--- config.mk ---
export PLATFORM = sky130hd
export DESIGN_NAME = grv_stats_monitor_flat
export DESIGN_NICKNAME = d
export VERILOG_FILES = /design/src/rtl/grv_stats_monitor_pkg.sv /design/src/rtl/grv_stats_monitor_if.sv /design/src/rtl/grv_stats_monitor_square_stage.sv /design/src/rtl/grv_stats_monitor.sv /design/src/flat_wrapper.sv
export SDC_FILE = /design/constraint.sdc
export NUM_CORES = 2
export LEC_CHECK = 0
export ABC_CLOCK_PERIOD_IN_PS = 8900
export CAP_MARGIN = 15
export CORE_UTILIZATION = 45
export CTS_CLUSTER_SIZE = 12
export DETAILED_ROUTE_END_ITERATION = 7
export GPL_TIMING_DRIVEN = 1
export PLACE_DENSITY_LB_ADDON = 0.2
export SYNTH_ARGS = -nofsm -noshare
export SYNTH_HDL_FRONTEND = slang
export SYNTH_SLANG_ARGS = --single-unit
--- constraint.sdc ---
create_clock -name clk -period 8.9 [get_ports clk]
set_input_delay 1.78 -clock clk [delete_from_list [all_inputs] [get_ports clk]]
set_output_delay 1.78 -clock clk [all_outputs]
set_load 0.005 [all_outputs]
--- src/rtl/grv_stats_monitor_pkg.sv ---
// rtl/grv_stats_monitor_pkg.sv - shared constants and state encoding for the Gaussian RNG statistics monitor
package grv_stats_monitor_pkg;

    // Default sample width; the Box-Muller generator uses the same value.
    localparam int GRV_DATA_W = 16;
    localparam int GRV_LOG2_N = 10;

    typedef enum logic [1:0] {
        ST_IDLE  = 2'd0,
        ST_ACCUM = 2'd1,
        ST_FLUSH = 2'd2,
        ST_HOLD  = 2'd3
    } grv_state_e;

endpackage

--- src/rtl/grv_stats_monitor_if.sv ---
// rtl/grv_stats_monitor_if.sv - sample stream, control and result bundle of the statistics monitor
// master: generator/consumer side (drives start, grv1/grv2/outputvalid, result_ready)
// slave : monitor side (drives busy, result_valid and the result fields)
interface grv_stats_monitor_if
    import grv_stats_monitor_pkg::*;
#(
    parameter int DATA_W = GRV_DATA_W,
    parameter int LOG2_N = GRV_LOG2_N
) ();

    logic                              start;
    logic signed [DATA_W-1:0]          grv1;
    logic signed [DATA_W-1:0]          grv2;
    logic                              outputvalid;
    logic                              busy;
    logic                              result_valid;
    logic                              result_ready;
    logic signed [DATA_W+LOG2_N-1:0]   sum1;
    logic signed [DATA_W+LOG2_N-1:0]   sum2;
    logic        [2*DATA_W+LOG2_N-1:0] sumsq;
    logic signed [DATA_W-1:0]          min_val;
    logic signed [DATA_W-1:0]          max_val;

    modport master (
        output start, grv1, grv2, outputvalid, result_ready,
        input  busy, result_valid, sum1, sum2, sumsq, min_val, max_val
    );

    modport slave (
        input  start, grv1, grv2, outputvalid, result_ready,
        output busy, result_valid, sum1, sum2, sumsq, min_val, max_val
    );

endinterface

--- src/rtl/grv_stats_monitor_square_stage.sv ---
// rtl/grv_stats_monitor_square_stage.sv - registered grv1^2 + grv2^2 per accepted pair, 1 clk latency
// Ports: clk, reset (sync, active-high), valid_in/a/b (signed samples),
//        valid_out/sq_sum (unsigned sum of both squares, one cycle later)
module grv_stats_monitor_square_stage #(
    parameter int DATA_W = 16
) (
    input  logic                     clk,
    input  logic                     reset,
    input  logic                     valid_in,
    input  logic signed [DATA_W-1:0] a,
    input  logic signed [DATA_W-1:0] b,
    output logic                     valid_out,
    output logic [2*DATA_W-1:0]      sq_sum
);

    logic signed [2*DATA_W-1:0] a_ext;
    logic signed [2*DATA_W-1:0] b_ext;
    logic signed [2*DATA_W-1:0] sq_a;
    logic signed [2*DATA_W-1:0] sq_b;
    logic                       valid_d, valid_q;
    logic [2*DATA_W-1:0]        sq_sum_d, sq_sum_q;

    // Two full-width squares of -2**(DATA_W-1) sum to 2**(2*DATA_W-1), so the
    // pair sum needs all 2*DATA_W bits even though each square needs one less.
    always_comb begin
        a_ext    = {{DATA_W{a[DATA_W-1]}}, a};
        b_ext    = {{DATA_W{b[DATA_W-1]}}, b};
        sq_a     = a_ext * a_ext;
        sq_b     = b_ext * b_ext;
        valid_d  = valid_in;
        sq_sum_d = sq_sum_q;
        if (valid_in) begin
            sq_sum_d = $unsigned(sq_a) + $unsigned(sq_b);
        end
    end

    always_ff @(posedge clk) begin
        if (reset) begin
            valid_q  <= 1'b0;
            sq_sum_q <= '0;
        end else begin
            valid_q  <= valid_d;
            sq_sum_q <= sq_sum_d;
        end
    end

    assign valid_out = valid_q;
    assign sq_sum    = sq_sum_q;

endmodule

--- src/rtl/grv_stats_monitor.sv ---
// rtl/grv_stats_monitor.sv - windowed sum / sum-of-squares / min / max of Gaussian RNG sample pairs
// Ports: clk, reset (sync, active-high), bus (slave): start, grv1, grv2, outputvalid in;
//        busy, result_valid/result_ready handshake, sum1, sum2, sumsq, min_val, max_val out
module grv_stats_monitor
    import grv_stats_monitor_pkg::*;
#(
    parameter int DATA_W = GRV_DATA_W,
    parameter int LOG2_N = GRV_LOG2_N
) (
    input  logic           clk,
    input  logic           reset,
    grv_stats_monitor_if.slave bus
);

    localparam int SUM_W = DATA_W + LOG2_N;
    localparam int SQ_W  = 2 * DATA_W + LOG2_N;
    localparam logic [LOG2_N:0]        LAST_CNT = {1'b0, {LOG2_N{1'b1}}};
    localparam logic signed [DATA_W-1:0] S_MAX  = {1'b0, {(DATA_W-1){1'b1}}};
    localparam logic signed [DATA_W-1:0] S_MIN  = {1'b1, {(DATA_W-1){1'b0}}};

    grv_state_e                state_d, state_q;
    logic [LOG2_N:0]           cnt_d, cnt_q;
    logic signed [SUM_W-1:0]   sum1_d, sum1_q, sum2_d, sum2_q;
    logic [SQ_W-1:0]           sumsq_d, sumsq_q;
    logic signed [DATA_W-1:0]  min_d, min_q, max_d, max_q;
    logic                      busy_d, busy_q, result_valid_d, result_valid_q;
    logic                      accept, clear;
    logic                      sq_valid;
    logic [2*DATA_W-1:0]       sq_sum;

    // Samples only count while accumulating; once the last pair is taken the
    // state leaves ACCUM, which is what makes later strobes ignored.
    assign accept = (state_q == ST_ACCUM) && bus.outputvalid;

    grv_stats_monitor_square_stage #(.DATA_W(DATA_W)) u_square (
        .clk       (clk),
        .reset     (reset),
        .valid_in  (accept),
        .a         (bus.grv1),
        .b         (bus.grv2),
        .valid_out (sq_valid),
        .sq_sum    (sq_sum)
    );

    always_comb begin
        state_d = state_q;
        cnt_d   = cnt_q;
        sum1_d  = sum1_q;
        sum2_d  = sum2_q;
        sumsq_d = sumsq_q;
        min_d   = min_q;
        max_d   = max_q;
        clear   = 1'b0;

        case (state_q)
            ST_IDLE: begin
                if (bus.start) begin
                    clear   = 1'b1;
                    state_d = ST_ACCUM;
                end
            end
            ST_ACCUM: begin
                if (accept) begin
                    sum1_d = sum1_q + {{LOG2_N{bus.grv1[DATA_W-1]}}, bus.grv1};
                    sum2_d = sum2_q + {{LOG2_N{bus.grv2[DATA_W-1]}}, bus.grv2};
                    if (bus.grv1 < min_d) min_d = bus.grv1;
                    if (bus.grv2 < min_d) min_d = bus.grv2;
                    if (bus.grv1 > max_d) max_d = bus.grv1;
                    if (bus.grv2 > max_d) max_d = bus.grv2;
                    cnt_d = cnt_q + 1'b1;
                    if (cnt_q == LAST_CNT) begin
                        state_d = ST_FLUSH;
                    end
                end
            end
            ST_FLUSH: begin
                state_d = ST_HOLD;
            end
            ST_HOLD: begin
                if (bus.result_ready) begin
                    // Back-to-back windows: start alongside result_ready skips IDLE.
                    clear   = bus.start;
                    state_d = bus.start ? ST_ACCUM : ST_IDLE;
                end
            end
            default: state_d = ST_IDLE;
        endcase

        // Square stage trails the sums by one cycle; its last output lands in FLUSH.
        if (sq_valid) begin
            sumsq_d = sumsq_q + {{LOG2_N{1'b0}}, sq_sum};
        end

        if (clear) begin
            cnt_d   = '0;
            sum1_d  = '0;
            sum2_d  = '0;
            sumsq_d = '0;
            min_d   = S_MAX;
            max_d   = S_MIN;
        end

        busy_d         = (state_d == ST_ACCUM) || (state_d == ST_FLUSH);
        result_valid_d = (state_d == ST_HOLD);
    end

    always_ff @(posedge clk) begin
        if (reset) begin
            state_q        <= ST_IDLE;
            cnt_q          <= '0;
            sum1_q         <= '0;
            sum2_q         <= '0;
            sumsq_q        <= '0;
            min_q          <= '0;
            max_q          <= '0;
            busy_q         <= 1'b0;
            result_valid_q <= 1'b0;
        end else begin
            state_q        <= state_d;
            cnt_q          <= cnt_d;
            sum1_q         <= sum1_d;
            sum2_q         <= sum2_d;
            sumsq_q        <= sumsq_d;
            min_q          <= min_d;
            max_q          <= max_d;
            busy_q         <= busy_d;
            result_valid_q <= result_valid_d;
        end
    end

    assign bus.busy         = busy_q;
    assign bus.result_valid = result_valid_q;
    assign bus.sum1         = sum1_q;
    assign bus.sum2         = sum2_q;
    assign bus.sumsq        = sumsq_q;
    assign bus.min_val      = min_q;
    assign bus.max_val      = max_q;

endmodule

--- src/flat_wrapper.sv ---
// flat-port wrapper written by rule: the top's interface ports become plain ports
module grv_stats_monitor_flat import grv_stats_monitor_pkg::*;
#(
    parameter int DATA_W = GRV_DATA_W,
    parameter int LOG2_N = GRV_LOG2_N
)
  (clk, reset, bus_start, bus_grv1, bus_grv2, bus_outputvalid, bus_result_ready, bus_busy, bus_result_valid, bus_sum1, bus_sum2, bus_sumsq, bus_min_val, bus_max_val);
  grv_stats_monitor_if #(.DATA_W(DATA_W), .LOG2_N(LOG2_N)) bus_i ();
  input  logic clk;
  input  logic reset;
  input wire logic [$bits(bus_i.start)-1:0] bus_start;
  input wire logic [$bits(bus_i.grv1)-1:0] bus_grv1;
  input wire logic [$bits(bus_i.grv2)-1:0] bus_grv2;
  input wire logic [$bits(bus_i.outputvalid)-1:0] bus_outputvalid;
  input wire logic [$bits(bus_i.result_ready)-1:0] bus_result_ready;
  output wire logic [$bits(bus_i.busy)-1:0] bus_busy;
  output wire logic [$bits(bus_i.result_valid)-1:0] bus_result_valid;
  output wire logic [$bits(bus_i.sum1)-1:0] bus_sum1;
  output wire logic [$bits(bus_i.sum2)-1:0] bus_sum2;
  output wire logic [$bits(bus_i.sumsq)-1:0] bus_sumsq;
  output wire logic [$bits(bus_i.min_val)-1:0] bus_min_val;
  output wire logic [$bits(bus_i.max_val)-1:0] bus_max_val;
  assign bus_i.start = bus_start;
  assign bus_i.grv1 = bus_grv1;
  assign bus_i.grv2 = bus_grv2;
  assign bus_i.outputvalid = bus_outputvalid;
  assign bus_i.result_ready = bus_result_ready;
  assign bus_busy = bus_i.busy;
  assign bus_result_valid = bus_i.result_valid;
  assign bus_sum1 = bus_i.sum1;
  assign bus_sum2 = bus_i.sum2;
  assign bus_sumsq = bus_i.sumsq;
  assign bus_min_val = bus_i.min_val;
  assign bus_max_val = bus_i.max_val;
  grv_stats_monitor #(.DATA_W(DATA_W), .LOG2_N(LOG2_N)) u_core (.clk(clk), .reset(reset), .bus(bus_i));
endmodule
==> flow_summary.json <==
{
  "layout.nets": 4623,
  "cap_violations": 0,
  "critPathKind": "input port to flop",
  "portBuffers": 164,
  "die_w_um": 258.0,
  "die_area_um2": 66590,
  "fin_worst_skew_ns": 0.01701,
  "initial_utilization_pct": 45.68,
  "synthesis.nets": 4193,
  "cts_buffers": 17,
  "cp-start-kind": "input port",
  "cp-end-kind": "flop",
  "drc": 0,
  "worstMarginPinSlew_ns": 0.8298,
  "clk_latency_ns": 0.46,
  "cts_tree": "done",
  "ant_nets": 0,
  "grt_pass1_wl_mm": 137.6,
  "setup_viol": 0,
  "detailed_place.area_um2": 34700,
  "synth.cell_area_um2": 29500,
  "placementRows": 93,
  "grt_max_degree": 71,
  "synth-edff-count": 0,
  "crit_fanout": 11,
  "avgRoutedWirePerCell_um": 18.63,
  "coreArea_um2": 64580,
  "synthTopCellsByArea": "fa_1 35%, ha_1 13%, dfxtp_1 12%, inv_1 8.8%, nand2_1 4.0%",
  "drt_iter0_drc": 1579,
  "synth_common_cells": "688 x inv_1, 523 x fa_1, 311 x nand2_1, 299 x ha_1, 280 x nor2_1",
  "ys_seq_elements": 174,
  "drt_pass1_iterations": 6,
  "drive_above_1_share_pct": 13.66,
  "synthDistinctLibCells": 76,
  "synth.most_common_cell": "inv_1",
  "overflow": 0,
  "grt_usage_pct": 27.00,
  "grt_pass1_vias": 24775,
  "max_freq_mhz": 115.3,
  "critPathArrivalTime_ns": 9.05,
  "synth-seq-area-share_pct": 11.81,
  "hold_path.class": "flop to flop",
  "netlist_instances": 3334,
  "root_buffer": "clkbuf_16",
  "r2r_slack_ns": 3.15,
  "clock_path_buffers": 2,
  "cts_max_level": 4,
  "io_pins": 165,
  "ys_warn_count": 0,
  "finalHoldViolations": 0,
  "final_area_um2": 35720,
  "yosys.area.top_type_share_pct": 35.49,
  "slew_violations": 0,
  "dp_hpwl_mm": 72.55,
  "wl_mm": 86.35,
  "avgSynthCellArea_um2": 8.849,
  "async_flop_share_pct": 0,
  "die_h_um": 258.0,
  "clkSlewWorstSetupHoldPaths_ns": 0.08,
  "antenna_found_initial": 3,
  "fin_crit_sh_pct": 97.48,
  "area.growth.synth_to_final_pct": 21.07,
  "fin_crit_ns": 8.676,
  "synth_area_leader_cell": "fa_1",
  "vias": 23949,
  "synth_ff_type": "dfxtp_1",
  "cts_sinks": 174,
  "place.gp.congestion": 0.9460,
  "viasPerCell": 5.168,
  "worstPathRequired_ns": 9.27,
  "slew_headroom_pct": 44.68,
  "outcome": "finished, final reports clean"
}
## layer usage
| metal | routed length (µm) | track usage, % | vias up |
|---|---|---|---|
| met1 | 36730 | 35.41 | 11808 |
| met2 | 41270 | 45.00 | 622 |
| met3 | 5006 | 3.887 | 128 |
| met4 | 3348 | 10.54 | 0 |
| li1 | - | - | 11391 |
| met5 | 0 | 0 | - |
## through the flow
stage	std cells	hold WS, ns	TNS (ns)	setup slack, ns	util [%]
after CTS	4622	0.4649	0	0.004778	54.71
after global placement	4590	0.4485	-7.207	-0.6862	53.73
after global routing	4634	0.4830	-0.006327	-0.006327	55.31
final	4634	0.4601	0	0.2241	55.31
after floorplan	3334	0.4356	0	0.02667	-
after detailed placement	4590	0.4554	-8.062	-0.7851	53.73
## cell usage in the layout, fill, tap and decap left out, drive strengths merged, types with 34 or more instances in the layout
cell | netlist | final
and2 | 50 | 50
a21oi | 180 | 180
xor2 | 44 | 44
a211oi | 35 | 35
o21ai | 69 | 69
buf | 14 | 361
dfxtp | 174 | 174
mux2i | 38 | 38
a21o | 72 | 72
xnor2 | 86 | 86
nand2 | 311 | 311
inv | 688 | 697
clkdlybuf4s50 | 0 | 134
nor2 | 280 | 280
fa | 523 | 523
nor2b | 34 | 34
ha | 299 | 299
## repair_timing
| action | CTS | global route |
|---|---|---|
| hold buffers | 0 | 0 |
| pin swaps | 4 | 58 |
| setup endpoints to repair | 11 | 12 |
| gates resized for setup | 13 | 114 |
| buffers inserted | 0 | 10 |
| cloned | 0 | 0 |
## registers in the layout, summed over array words and instances (netlist names), 2 cells and up
register                count
u_core.cnt_q               11
u_core.state_q              2
u_core.u_square.sq_sum     32
u_core.bus.max_val         16
u_core.bus.sum2            26
u_core.bus.sumsq           42
u_core.bus.min_val         16
u_core.bus.sum1            26
## critical path: stages
cell and delay [ns]:
clkdlybuf4s50_1 0.47, buf_6 0.15, buf_6 0.20, nand2_1 0.12, inv_1 0.10, fa_2 0.50
fa_1 0.51, inv_1 0.06, fa_1 0.51, fa_1 0.50, inv_1 0.05, fa_1 0.50
fa_1 0.43, fa_1 0.49, inv_1 0.05, fa_1 0.59, inv_1 0.06, ha_1 0.29
a21o_1 0.18, a21o_1 0.19, a21oi_2 0.16, nand2_1 0.08, a21oi_2 0.16, nor2b_1 0.08
a21oi_1 0.12, a21oi_1 0.09, or3_1 0.36, a311oi_1 0.24
## layout make-up
class / instances / area [µm²]
clock buffer: 17 / 425.4
clock inverter: 15 / 170.2
fill: 6009 / 28860
sequential: 174 / 3485
tap: 855 / 1070
inverter: 698 / 2626
antenna: 2 / 5.005
multi-input combinational: 2350 / 23260
timing repair buffer: 523 / 4676
## final timing paths
path	start	to	depth (start not counted)
max	bus_grv2[8]	u_core.u_square.sq_sum[31]	28
min	u_core.u_square.sq_sum[17]	u_core.u_square.sq_sum[17]	2
max reg2reg	u_core.bus.max_val[9]	u_core.bus.max_val[6]	22
min reg2reg	u_core.u_square.sq_sum[17]	u_core.u_square.sq_sum[17]	2
## cell families (layout without fill, tap and decap cells)
logic type	after synthesis	count (layout)	synth area share [%]
flip-flops	174	174	11.81
multiplexers	49	49	1.709
AO/OA/AOI/OAI	502	502	11.23
XOR/XNOR	130	130	3.859
adder cells (fa/ha/maj)	822	822	48.17
other	0	2	0
AND/OR/NAND/NOR	847	847	12.91
buffers and inverters	810	1253	10.31
Power is not shown: default switching activity piles up to over one toggle a cycle in this logic, so the estimate is an artifact.
